--- config.mk ---
export PLATFORM = sky130hd
export DESIGN_NAME = unidade_controle_multiciclo
export DESIGN_NICKNAME = d
export VERILOG_FILES = /design/src/rtl/controle_pkg.sv /design/src/rtl/contador_espera.sv /design/src/rtl/unidade_controle_multiciclo.sv
export SDC_FILE = /design/constraint.sdc
export NUM_CORES = 1
export LEC_CHECK = 0
export ABC_CLOCK_PERIOD_IN_PS = 1600
export BUFFER_PORTS_ARGS = -buffer_cell sky130_fd_sc_hd__buf_2
export CORE_UTILIZATION = 45
export DETAILED_ROUTE_END_ITERATION = 10
export GPL_TIMING_DRIVEN = 0
export PLACE_DENSITY = 0.77
export SYNTH_ARGS = -nofsm -noshare
export SYNTH_HDL_FRONTEND = slang
export SYNTH_SLANG_ARGS = --single-unit
--- constraint.sdc ---
create_clock -name clk -period 1.6 [get_ports clk]
set_input_delay 0.08 -clock clk [delete_from_list [all_inputs] [get_ports clk]]
set_output_delay 0.08 -clock clk [all_outputs]
set_load 0.01 [all_outputs]
--- src/rtl/controle_pkg.sv ---
// Shared types and constants for the multicycle MIPS control unit: state encoding, opcodes,
// ALU-op codes, mux selects and the control word driven by the FSM.
package controle_pkg;

    typedef enum logic [3:0] {
        RESET   = 4'd0,
        FETCH   = 4'd1,
        DECODE  = 4'd2,
        MEM_ADR = 4'd3,
        MEM_RD  = 4'd4,
        MEM_WB  = 4'd5,
        MEM_WR  = 4'd6,
        EXEC_R  = 4'd7,
        WB_R    = 4'd8,
        EXEC_I  = 4'd9,
        WB_I    = 4'd10,
        BRANCH  = 4'd11,
        JUMP    = 4'd12
    } estado_t;

    localparam logic [5:0] OP_R    = 6'h00;
    localparam logic [5:0] OP_LW   = 6'h23;
    localparam logic [5:0] OP_SW   = 6'h2B;
    localparam logic [5:0] OP_BEQ  = 6'h04;
    localparam logic [5:0] OP_BNE  = 6'h05;
    localparam logic [5:0] OP_J    = 6'h02;
    localparam logic [5:0] OP_ADDI = 6'h08;

    localparam logic [1:0] ALUOP_ADD   = 2'b00;
    localparam logic [1:0] ALUOP_SUB   = 2'b01;
    localparam logic [1:0] ALUOP_FUNCT = 2'b10;
    localparam logic [1:0] ALUOP_ZERO  = 2'b11;

    localparam logic [1:0] SRCB_B       = 2'b00;
    localparam logic [1:0] SRCB_FOUR    = 2'b01;
    localparam logic [1:0] SRCB_IMM     = 2'b10;
    localparam logic [1:0] SRCB_IMM_SH2 = 2'b11;

    localparam logic [1:0] PCSRC_ALU    = 2'b00;
    localparam logic [1:0] PCSRC_ALUOUT = 2'b01;
    localparam logic [1:0] PCSRC_JUMP   = 2'b10;

    typedef struct packed {
        logic       pc_write;
        logic       pc_write_c;
        logic       br_ne;
        logic       i_or_d;
        logic       mem_read;
        logic       mem_write;
        logic       ir_write;
        logic       mdr_write;
        logic       reg_dst;
        logic       reg_write;
        logic       mem_to_reg;
        logic       alu_src_a;
        logic [1:0] alu_src_b;
        logic [1:0] alu_op;
        logic [1:0] pc_source;
        logic       illegal_op;
    } ctrl_t;

    // States that hold a memory read open for MEM_WAIT cycles.
    function automatic logic eh_leitura(input estado_t e);
        return (e == FETCH) || (e == MEM_RD);
    endfunction

endpackage

--- src/rtl/contador_espera.sv ---
// Memory-wait counter shared by FETCH and MEM_RD: counts while enabled and flags the last
// wait cycle, wrapping to zero on that cycle.
module contador_espera
    import controle_pkg::*;
#(
    parameter int unsigned MEM_WAIT = 1
) (
    input  logic clk,
    input  logic reset,
    input  logic conta_i,
    output logic ultimo_o
);

    localparam logic [3:0] ULTIMO = 4'(MEM_WAIT - 1);

    logic [3:0] cnt_q;
    logic [3:0] cnt_d;

    assign ultimo_o = conta_i && (cnt_q == ULTIMO);

    always_comb begin
        cnt_d = '0;
        if (conta_i && !ultimo_o) begin
            cnt_d = cnt_q + 4'd1;
        end
    end

    always_ff @(posedge clk) begin
        if (reset) begin
            cnt_q <= '0;
        end else begin
            cnt_q <= cnt_d;
        end
    end

endmodule

--- src/rtl/unidade_controle_multiciclo.sv ---
// Moore control FSM for the multicycle MIPS datapath (R-type, LW, SW, BEQ, BNE, J, ADDI),
// with memory-read states stretched by a MEM_WAIT-cycle counter.
module unidade_controle_multiciclo
    import controle_pkg::*;
#(
    parameter int unsigned MEM_WAIT = 1
) (
    input  logic       clk,
    input  logic       reset,
    input  logic [5:0] opcode,
    input  logic       zero,
    output logic       pc_write,
    output logic       pc_write_c,
    output logic       br_ne,
    output logic       i_or_d,
    output logic       mem_read,
    output logic       mem_write,
    output logic       ir_write,
    output logic       mdr_write,
    output logic       reg_dst,
    output logic       reg_write,
    output logic       mem_to_reg,
    output logic       alu_src_a,
    output logic [1:0] alu_src_b,
    output logic [1:0] alu_op,
    output logic [1:0] pc_source,
    output logic       illegal_op,
    output logic [3:0] estado
);

    if (MEM_WAIT < 1 || MEM_WAIT > 15) begin : g_mem_wait_range
        $error("MEM_WAIT must be in 1..15");
    end

    estado_t estado_q;
    estado_t estado_d;
    logic    br_ne_q;
    logic    br_ne_d;
    logic    ultimo;
    ctrl_t   ctrl;

    // The datapath gates the conditional PC load with zero; the FSM never looks at it.
    logic unused_zero;
    assign unused_zero = zero;

    contador_espera #(
        .MEM_WAIT(MEM_WAIT)
    ) u_contador_espera (
        .clk     (clk),
        .reset   (reset),
        .conta_i (eh_leitura(estado_q)),
        .ultimo_o(ultimo)
    );

    always_comb begin
        estado_d = estado_q;
        br_ne_d  = br_ne_q;
        ctrl     = '0;
        unique case (estado_q)
            RESET: begin
                estado_d = FETCH;
            end
            FETCH: begin
                ctrl.mem_read  = 1'b1;
                ctrl.i_or_d    = 1'b0;
                ctrl.alu_src_a = 1'b0;
                ctrl.alu_src_b = SRCB_FOUR;
                ctrl.alu_op    = ALUOP_ADD;
                ctrl.pc_source = PCSRC_ALU;
                if (ultimo) begin
                    ctrl.ir_write = 1'b1;
                    ctrl.pc_write = 1'b1;
                    estado_d      = DECODE;
                end
            end
            DECODE: begin
                ctrl.alu_src_a = 1'b0;
                ctrl.alu_src_b = SRCB_IMM_SH2;
                ctrl.alu_op    = ALUOP_ADD;
                // Latch the branch sense here so BRANCH itself does not read opcode.
                br_ne_d        = (opcode == OP_BNE);
                case (opcode)
                    OP_R:           estado_d = EXEC_R;
                    OP_LW, OP_SW:   estado_d = MEM_ADR;
                    OP_BEQ, OP_BNE: estado_d = BRANCH;
                    OP_J:           estado_d = JUMP;
                    OP_ADDI:        estado_d = EXEC_I;
                    default: begin
                        ctrl.illegal_op = 1'b1;
                        estado_d        = FETCH;
                    end
                endcase
            end
            MEM_ADR: begin
                ctrl.alu_src_a = 1'b1;
                ctrl.alu_src_b = SRCB_IMM;
                ctrl.alu_op    = ALUOP_ADD;
                estado_d       = (opcode == OP_SW) ? MEM_WR : MEM_RD;
            end
            MEM_RD: begin
                ctrl.mem_read = 1'b1;
                ctrl.i_or_d   = 1'b1;
                if (ultimo) begin
                    ctrl.mdr_write = 1'b1;
                    estado_d       = MEM_WB;
                end
            end
            MEM_WB: begin
                ctrl.reg_write  = 1'b1;
                ctrl.reg_dst    = 1'b0;
                ctrl.mem_to_reg = 1'b1;
                estado_d        = FETCH;
            end
            MEM_WR: begin
                ctrl.mem_write = 1'b1;
                ctrl.i_or_d    = 1'b1;
                estado_d       = FETCH;
            end
            EXEC_R: begin
                ctrl.alu_src_a = 1'b1;
                ctrl.alu_src_b = SRCB_B;
                ctrl.alu_op    = ALUOP_FUNCT;
                estado_d       = WB_R;
            end
            WB_R: begin
                ctrl.reg_write  = 1'b1;
                ctrl.reg_dst    = 1'b1;
                ctrl.mem_to_reg = 1'b0;
                estado_d        = FETCH;
            end
            EXEC_I: begin
                ctrl.alu_src_a = 1'b1;
                ctrl.alu_src_b = SRCB_IMM;
                ctrl.alu_op    = ALUOP_ADD;
                estado_d       = WB_I;
            end
            WB_I: begin
                ctrl.reg_write  = 1'b1;
                ctrl.reg_dst    = 1'b0;
                ctrl.mem_to_reg = 1'b0;
                estado_d        = FETCH;
            end
            BRANCH: begin
                ctrl.alu_src_a  = 1'b1;
                ctrl.alu_src_b  = SRCB_B;
                ctrl.alu_op     = ALUOP_SUB;
                ctrl.pc_source  = PCSRC_ALUOUT;
                ctrl.pc_write_c = 1'b1;
                ctrl.br_ne      = br_ne_q;
                estado_d        = FETCH;
            end
            JUMP: begin
                ctrl.pc_write  = 1'b1;
                ctrl.pc_source = PCSRC_JUMP;
                estado_d       = FETCH;
            end
            default: begin
                estado_d = RESET;
            end
        endcase
    end

    always_ff @(posedge clk) begin
        if (reset) begin
            estado_q <= RESET;
            br_ne_q  <= 1'b0;
        end else begin
            estado_q <= estado_d;
            br_ne_q  <= br_ne_d;
        end
    end

    assign pc_write   = ctrl.pc_write;
    assign pc_write_c = ctrl.pc_write_c;
    assign br_ne      = ctrl.br_ne;
    assign i_or_d     = ctrl.i_or_d;
    assign mem_read   = ctrl.mem_read;
    assign mem_write  = ctrl.mem_write;
    assign ir_write   = ctrl.ir_write;
    assign mdr_write  = ctrl.mdr_write;
    assign reg_dst    = ctrl.reg_dst;
    assign reg_write  = ctrl.reg_write;
    assign mem_to_reg = ctrl.mem_to_reg;
    assign alu_src_a  = ctrl.alu_src_a;
    assign alu_src_b  = ctrl.alu_src_b;
    assign alu_op     = ctrl.alu_op;
    assign pc_source  = ctrl.pc_source;
    assign illegal_op = ctrl.illegal_op;
    assign estado     = estado_q;

    a_mem_excl: assert property (@(posedge clk) disable iff (reset) !(mem_read && mem_write));
    a_no_wb_early: assert property (@(posedge clk) disable iff (reset)
        !(((estado_q == FETCH) || (estado_q == DECODE)) && reg_write));

endmodule
# After elaboration in Yosys (flattened, before gate mapping)
# Cells that the tools add are included.
# totals
register_bits	9
inputBits	9
out_inout_bits	23
wordCells	59
# op_classes
add_sub_neg	1
eq_ne	20
muxes	18
n_bitwise	1
n_reduce_logical	16
# op_table
operator	count
case mux 4 bit (7 select lines)	1
case mux 5 bit (5 select lines)	1
== test 4 bit, second input constant	5
case mux 4 bit (5 select lines)	1
== test 4 x 3 -> 1 bit, second input constant	4
OR reduction 7 bit	2
== test 6 x 3 -> 1 bit, second input constant	2
== test 6 bit, second input constant	2
OR reduction 2 bit	6
case mux 3 bit (3 select lines)	1
== test 4 x 2 -> 1 bit, second input constant	2
logical NOT 4 bit	2
2-to-1 mux 1 bit	8
2-to-1 mux 4 bit	2
== test 6 x 2 -> 1 bit, second input constant	1
== test 6 x 4 -> 1 bit, second input constant	1
logical NOT 6 bit	1
adder 4 x 1 -> 4 bit, second input constant	1
== test 4 x 1 -> 1 bit, second input constant	1
2-to-1 mux 2 bit	2
!= test 2 x 1 -> 1 bit, second input constant	2
case mux 2 bit (2 select lines)	1
logical AND 1 bit	2
case mux 1 bit (2 select lines)	1
other kinds (4)	4

# Logic depth before layout (Yosys ltp)
# Gate-level depths: netlist of the first run.
# logic_depth
ltp_word	7
mapped_depth	6

# By module
# Synthesis of the first run repeated with hierarchy kept, for this count alone.
# hier_totals
cells_unflattened	106
area_unflattened_um2	733.2
# by_module_without_submodules
mod	n_inst	cells_each	area_per_inst_um2	seq_area_each_um2
unidade_controle_multiciclo	1	87	553.0	100.1
contador_espera	1	19	180.2	80.1

# Worst setup path before layout of the first run
# OpenSTA, ideal clock, no wires.
# synth_path
path_kind	flip-flop to flip-flop
from	reg u_contador_espera.cnt_q[0]
to	reg estado_q[1], in the netlist estado[1]
arrival_ps	1308
required_ps	1497
setup_slack_ps	188
stages_incl_launch_ff	6
synth_period_minus_slack_ps	1412
path_cell_list	dfxtp_1 inv_1 ha_1 nor3b_1 o221ai_1 a2111oi_2
# synth_between
elab_chain_len	4
word_cells_on_any_way	5
# synth_lines
element	line	text
from (decl)	contador_espera.sv:16	logic [3:0] cnt_q;
from (signal assigned)	contador_espera.sv:32	cnt_q <= cnt_d;
logical NOT 4 bit (*)	contador_espera.sv:19	assign ultimo_o = conta_i && (cnt_q == ULTIMO);
logical AND 1 bit (*)	contador_espera.sv:19	
!= test 2 x 1 -> 1 bit (no line)	-	
AND reduction 2 bit (no line) (*)	-	
to (signal assigned)	unidade_controle_multiciclo.sv:168	estado_q <= estado_d;
to (decl)	unidade_controle_multiciclo.sv:35	estado_t estado_q;
# Every way passes the cells marked *; elsewhere a longest branch is shown, timed or not.
# A chain may end at the register's enable or synchronous reset.

# Worst setup path in the final report of the first run
# layout_path
from	reg estado_q[0], in the netlist estado[0]
to	out reg_write
# layout_between
elab_chain_len	2
word_cells_on_any_way	4
# layout_lines
element	line	text
== test 4 bit / == test 4 x 3 -> 1 bit (equally long branches)	unidade_controle_multiciclo.sv:59	unique case (estado_q)
case mux 3 bit (3 select lines) (*)	unidade_controle_multiciclo.sv:59	
to (decl)	unidade_controle_multiciclo.sv:21	output logic reg_write,
# Marked as above.

==> results of run 1 <==
sequential cells by signal (all words and copies together), names as in the netlist:
register and count:
estado 4, u_contador_espera.cnt_q 4, br_ne_q 1
synth_stat cells (2+ instances only):
cell	count
nor3b_1	2
xnor2_1	3
nor2_1	19
ha_1	2
buf_2	3
o21ai_0	3
inv_1	9
nand2b_1	7
o22ai_1	4
nand2_1	3
or3_1	2
nor3_1	6
a21oi_1	4
dfxtp_1	9
worst max path at each step:
stage	from	to	slack, ps	cells past startpoint
5_1_grt	estado[2]	illegal_op	-30	5
3_3_place_gp	u_contador_espera.cnt_q[0]	estado[1]	0.9	5
6_report	estado[0]	reg_write	40	5
4_1_cts	estado[2]	reg_write	30	5
2_1_floorplan	u_contador_espera.cnt_q[0]	estado[1]	190	5
3_5_place_dp	u_contador_espera.cnt_q[0]	estado[1]	-20	5
final cells by class:
cell class                 instances  area, um^2  share of cell area, %
sequential                         9         184                   19.2
timing repair buffer              31         158                   16.4
tap                               15        18.8                   1.96
multi-input combinational         76         499                   52.0
buffer                             6        40.0                   4.17
clock buffer                       4        26.3                   2.74
inverter                           9        33.8                   3.52
cells in the final DEF, fill, tap and decap left out, types with 2 or more instances in the layout:
master,instances
o22ai_1,4
dfxtp_1,6
nor3_1,5
inv_1,7
nand2b_1,5
xnor2_1,3
nand2_1,3
nand2b_2,2
o21ai_0,3
inv_2,2
buf_4,4
clkbuf_4,4
a21oi_1,4
or3_1,2
dfxtp_2,3
buf_2,32
nor2_1,19
what timing repair did:
action | in CTS | in global routing
endpoints found under the setup margin | 9 | 11
pin swaps | 0 | 2
setup buffers | 0 | 1
resized for setup | 4 | 17
hold buffers | 0 | 0
hold endpoints to repair | 0 | 0
stage by stage:
stage	power, mW	util (%)	setup WS [ps]	TNS, ps
after detailed placement	0.412	63.4	-17.2	-17.2
final	0.601	69.4	43.2	0
after floorplan	0.350	-	188	0
after global placement	0.407	63.4	0.890	0
after global routing	0.633	69.4	-29.1	-38.4
after CTS	0.594	66.2	30.4	0
power by group through the flow:
stage,Combinational [mW],Sequential [mW],Clock (mW)
after detailed placement,0.169,0.242,0
after global placement,0.166,0.241,0
after global routing,0.197,0.240,0.196
after floorplan,0.106,0.244,0
after CTS,0.172,0.237,0.184
final,0.182,0.239,0.180
kinds of logic (layout without fill, tap and decap cells):
| group | Yosys count | in the layout |
|---|---|---|
| AO/OA/AOI/OAI | 20 | 20 |
| XOR/XNOR | 4 | 4 |
| adder cells (fa/ha/maj) | 2 | 2 |
| buffers and inverters | 15 | 50 |
| flip-flops | 9 | 9 |
| multiplexers | 1 | 1 |
| AND/OR/NAND/NOR | 49 | 49 |
worst register-to-register path, stage by stage (launching register included):
cell and delay [ps]:
dfxtp_2 330, inv_2 40, ha_2 170, nor3b_4 220, o221ai_1 260, a2111oi_2 370
per-layer routing:
metal / GRT usage [%] / routed length [um]
met1: 29.9 / 846
met2: 39.1 / 940
met3: 7.83 / 117
met4: 9.68 / 53
met5: 0 / 0
==> results by group, run 1 <==
Clocking
  • Clock slew at reported path FFs: 70 ps
  • Longest Clk Path Bufs: 2
  • CTS Root Cell: clkbuf_4
  • Clock Sinks: 9
  • CTS tree: built
  • Num CTS Buffers: 3
  • Htree depth: 1
  • Clock Latency Late Sink: 270 ps

Synth
  • Simple-Gate Fraction of Synth Area: 36.6%
  • Syn Nets: 111
  • Library cells used by synthesis: 38
  • Synth Area in XOR/XNOR: 4.95%
  • Largest family of logic cells by synthesized area: simple AND/OR/NAND/NOR gates
  • Sequential element share of the synthesized area: 25.4%
  • Mean post-synth cell area: 7.08 um^2
  • Cells after Synth: 100
  • Post-synthesis mux area share: 1.41%
  • Post-synth EDFFs: 0
  • Adder-Cell Fraction of Synth Area: 3.53%
  • Share of the synthesized area in the top cell type: 25.4%
  • Seq cells post-synth: 9
  • Ys async rst share: 0%
  • Synth area leader: dfxtp_1
  • Synth top area cells: dfxtp_1, nor2_1, nand2b_1, inv_1, nor3_1
  • Cell Area, Synth: 708 um^2
  • Synth warnings: 0
  • Synth Area in Compound Gates: 19.1%
  • Post-synth top flop: dfxtp_1

Setup path
  • Worst reg2reg path endpoint: estado[1]
  • Reg-to-reg critical path startpoint: u_contador_espera.cnt_q[1]
  • Setup Crit Path Kind: reg2out
  • Reg2reg path depth: 5
  • Delay-heaviest family, CP: flip-flops
  • Crit path buf inv count: 2
  • CP peak stage delay: 430 ps
  • Critical Path Start Type: flop
  • R2R setup slack: 110 ps
  • Crit path DAT: 1480 ps
  • Required @ worst endpoint: 1520 ps
  • Crit Path Max Fanout: 10
  • Worst setup EP type: output port
  • CP Cell Sequence: buf_4 > nand2_1 > nor2_1 > a31o_2 > buf_2
  • Slowest cell on crit path: dfxtp_1

Floorplanning
  • Initial Util: 51.2%
  • Full die area: 1740 um^2
  • Die Ht: 41.7 um
  • Die W: 41.7 um
  • Core ar.: 1380 um^2
  • Row cnt: 13
  • IO Pins: 32

Timing
  • Fin crit period: 1560 ps
  • Hold WS: 16.6 ps
  • Unrepaired setup endpoints after global routing: true
  • Worst rel slew slack: 71.6%
  • Final hold vios: 0
  • Pins over their slew limit: 0
  • Final setup fails: 0
  • Fmax: 642 MHz
  • Worst slew pin tran: 426 ps
  • Fin Clk Skew: 13.0 ps
  • Period utilization: 97.3%

Min path
  • Worst Min Path Start: reset
  • Worst Hold Path EP: br_ne_q
  • Hold depth: 2
  • Worst hold path class: in2reg

Layout
  • Area delta synth->final: 35.5%
  • Fin cells: 150
  • Fill count: 131
  • Final Net Count: 147
  • Antenna cells: 0
  • Share of cells above drive strength 1: 40.0%
  • Fin area: 960 um^2

Power
  • Cell Pwr Density: 626 nW/um^2
  • Worst-case vdd ir drop: 0.480 mV
  • Cell leakage power: 0.463 nW
  • Cell-internal power: 404 uW
  • Logic gate share of total power: 30.2%
  • P_sw: 197 uW
  • Share of power burned in registers: 39.8%
  • Switching fraction of total power: 32.8%
  • Clk network pwr share: 30.0%

Routing
  • Drt pass-1 iters: 4
  • Vias: 841
  • DR iter-0 viols: 14
  • Post-DRT Antenna Nets: 0
  • # DRC: 0
  • Wire per inst: 13.0 um
  • WL final: 1.96 mm
  • DR vias/cell: 5.61

Status
  • Status: complete, no violations

Global route
  • First-pass GRT wire length: 3.24 mm
  • Initial antenna violation count: 0
  • Largest net degree at the start of global routing: 11
  • GRT Total Usage: 24.3%
  • Vias in the first global route: 721
  • Grt total ovfl: 0

Placement
  • HPWL after detailed placement: 1.42 mm
  • Port Buffers: 30
  • Placed Cells incl. Taps: 145
  • GPL Wtd Cong: 0.814
  • Placed instance area: 877 um^2

Flow run
  • Max-Cap Viols: 0
No activity file was read; power rests on OpenSTA's default activity.
==> inputs of run 2 (changes only) <==
--- a/config.mk
+++ b/config.mk
@@ -5,12 +5,13 @@
 export SDC_FILE = /design/constraint.sdc
 export NUM_CORES = 1
 export LEC_CHECK = 0
-export ABC_CLOCK_PERIOD_IN_PS = 1600
+export ABC_CLOCK_PERIOD_IN_PS = 1800
 export BUFFER_PORTS_ARGS = -buffer_cell sky130_fd_sc_hd__buf_2
-export CORE_UTILIZATION = 45
+export CORE_UTILIZATION = 49
 export DETAILED_ROUTE_END_ITERATION = 10
 export GPL_TIMING_DRIVEN = 0
-export PLACE_DENSITY = 0.77
+export PLACE_DENSITY = 0.82
 export SYNTH_ARGS = -nofsm -noshare
 export SYNTH_HDL_FRONTEND = slang
+export SYNTH_HIERARCHICAL = 1
 export SYNTH_SLANG_ARGS = --single-unit
==> constraint.sdc (replaced) <==
create_clock -name clk -period 1.8 [get_ports clk]
set_input_delay 0.09 -clock clk [delete_from_list [all_inputs] [get_ports clk]]
set_output_delay 0.09 -clock clk [all_outputs]
set_load 0.01 [all_outputs]
==> results by group, run 2 <==
Timing
  • Worst rel slew slack: 71.9%
  • Fin Clk Skew: 7.03 ps
  • Hold WS: 58.7 ps
  • Worst slew pin tran: 421 ps
  • Pins over their slew limit: 0
  • Final WS setup: 16.9 ps
  • Fin crit period: 1780 ps
  • Final hold vios: 0
  • Period utilization: 99.1%
  • Unrepaired setup endpoints after global routing: true
  • Fmax: 561 MHz
  • Final setup fails: 0

Status
  • Status: complete, no violations

Global route
  • GRT Total Usage: 24.6%
  • First-pass GRT wire length: 2.63 mm
  • Vias in the first global route: 630
  • Largest net degree at the start of global routing: 11
  • Grt total ovfl: 0
  • Initial antenna violation count: 0

Routing
  • Wire per inst: 12.3 um
  • WL final: 1.95 mm
  • DR iter-0 viols: 14
  • Drt pass-1 iters: 4
  • DR vias/cell: 5.55
  • # DRC: 0
  • Post-DRT Antenna Nets: 0
  • Vias: 883

Layout
  • Most frequent cells in the layout: buf_2, nor2_1, a21oi_1, buf_4
  • Commonest non-fill, non-tap cell in the layout: buf_2
  • Final core utilization: 74.9%
  • Area delta synth->final: 37.9%
  • Antenna cells: 0
  • Final Net Count: 156
  • Share of cells above drive strength 1: 37.5%
  • Fill count: 110

Setup path
  • Crit path DAT: 1950 ps
  • Slowest cell on crit path: dfxtp_4
  • Required @ worst endpoint: 1960 ps
  • Delay-heaviest family, CP: simple AND/OR/NAND/NOR gates
  • Critical Path Start Type: flop
  • CP Cell Sequence: buf_8 > or2_4 > a21oi_2 > and2_4 > nor2b_1 > o21ai_0 > a211oi_1 > nor2_1
  • CP peak stage delay: 360 ps
  • Crit path buf inv count: 1
  • Crit Path Max Fanout: 5
  • Setup Crit Path Kind: reg2reg
  • R2R setup slack: 20 ps
  • Worst setup EP type: flop

Synth
  • Mean post-synth cell area: 6.92 um^2
  • Library cells used by synthesis: 37
  • Post-synth top flop: dfxtp_1
  • Sequential element share of the synthesized area: 24.6%
  • Synth top area cells: dfxtp_1, nor2_1, a21oi_1, nand2b_1, nor3_1
  • Synth warnings: 6
  • Cells after Synth: 106
  • Share of the synthesized area in the top cell type: 24.6%
  • Ys async rst share: 0%
  • Synth area leader: dfxtp_1
  • List of most frequent post-synthesis cells: nor2_1, dfxtp_1, a21oi_1
  • Most common cell in the netlist: nor2_1
  • Seq cells post-synth: 9
  • Post-synth EDFFs: 0
  • Syn Nets: 117
  • Cell Area, Synth: 733 um^2

Floorplanning
  • Row cnt: 13
  • Initial Util: 54.3%
  • IO Pins: 32
  • Core ar.: 1350 um^2
  • Die W: 40.7 um
  • Full die area: 1650 um^2
  • Die Ht: 40.7 um

Clocking
  • Htree depth: 1
  • Clock Sinks: 9
  • CTS Root Cell: clkbuf_4
  • Clock Latency Late Sink: 270 ps
  • Clock slew at reported path FFs: 70 ps
  • Num CTS Buffers: 3
  • Longest Clk Path Bufs: 2
  • CTS tree: built

Min path
  • Worst hold path class: in2reg

Power
  • Cell leakage power: 0.493 nW
  • Cell Pwr Density: 738 nW/um^2
  • Worst-case vdd ir drop: 0.683 mV

Placement
  • HPWL after detailed placement: 1.34 mm
  • GPL Wtd Cong: 0.833
  • Place WS: -68.5 ps
  • Port Buffers: 28

Flow run
  • Max-Cap Viols: 0
[run 2: changes by cell type in the layout (fill, tap and decap cells not counted), moves of 2 or more]
cell,delta
or3_1,-2
or4b_1,+2
nand2b_2,-2
buf_4,+3
or4_1,+2
o22ai_1,-3
nand2_1,+3
a21o_1,+2
a21oi_1,+3
inv_2,-2
buf_2,-2
clkbuf_2,+2
[run 2: where the power goes]
group          switching, mW  leakage [nW]  internal [mW]  total, mW
logic                  0.185         0.401          0.168      0.353
registers             0.0143        0.0747          0.212      0.226
clock network         0.0847        0.0177         0.0823      0.167
[run 2: what timing repair did]
action,in CTS,in global routing
pin swaps,0,2
gates resized for setup,5,11
setup endpoints to repair,5,9
buffers inserted,1,5
hold buffers,0,0
gates cloned,0,0
[run 2: worst register-to-register path: cells and delay by family, from the launching register on]
kind	cells	cell delay [ps]
compound gates	3	530
flops	1	360
simple gates	4	670
buf+inv	1	130
[run 2: final cells by class]
| class | count | area, um^2 | area share (%) |
|---|---|---|---|
| inverter | 6 | 22.5 | 2.23 |
| timing repair buffer | 34 | 185 | 18.3 |
| buffer | 9 | 53.8 | 5.32 |
| clock inverter | 1 | 5.00 | 0.495 |
| clock buffer | 3 | 22.5 | 2.23 |
| multi-input combinational | 82 | 517 | 51.1 |
| sequential | 9 | 186 | 18.4 |
| tap | 15 | 18.8 | 1.86 |
[run 2: metrics by stage]
step / area (um^2) / total power [mW] / instances / setup TNS [ps]
after global routing: 1010 / 0.800 / 159 / -80.5
after floorplan: 739 / 0.417 / 106 / 0
after detailed placement: 898 / 0.501 / 149 / -103
after global placement: 898 / 0.495 / 149 / -60.2
final: 1010 / 0.746 / 159 / 0
after CTS: 947 / 0.690 / 154 / 0
[run 2: cells by family (layout without fill, tap and decap cells)]
logic type / Yosys count / in the layout / synth area share [%]
compound gates: 22 / 22 / 18.6
xor+xnor: 4 / 4 / 4.78
fa+ha+maj: 2 / 2 / 3.41
buf+inv: 15 / 53 / 8.53
flops: 9 / 9 / 24.6
mux: 1 / 1 / 1.37
simple gates: 53 / 53 / 38.7
[run 2: final timing paths]
| check | startpoint | end | depth (start not counted) |
|---|---|---|---|
| hold reg to reg | u_contador_espera/cnt_q[0] | u_contador_espera/cnt_q[0] | 1 |
| hold / removal | reset | estado[3] | 2 |
| setup / recovery | estado[1] | estado[0] | 8 |
| setup reg to reg | estado[1] | estado[0] | 8 |
[run 2: metal layers]
layer	part of all wire (%)	wire (um)	vias to the layer above	GRT usage, %
li1	-	-	443	-
met1	43	845	392	29.4
met2	47	922	40	40.1
met3	7.1	138	8	9.78
met4	2.3	44	0	7.50
met5	0	0	-	0
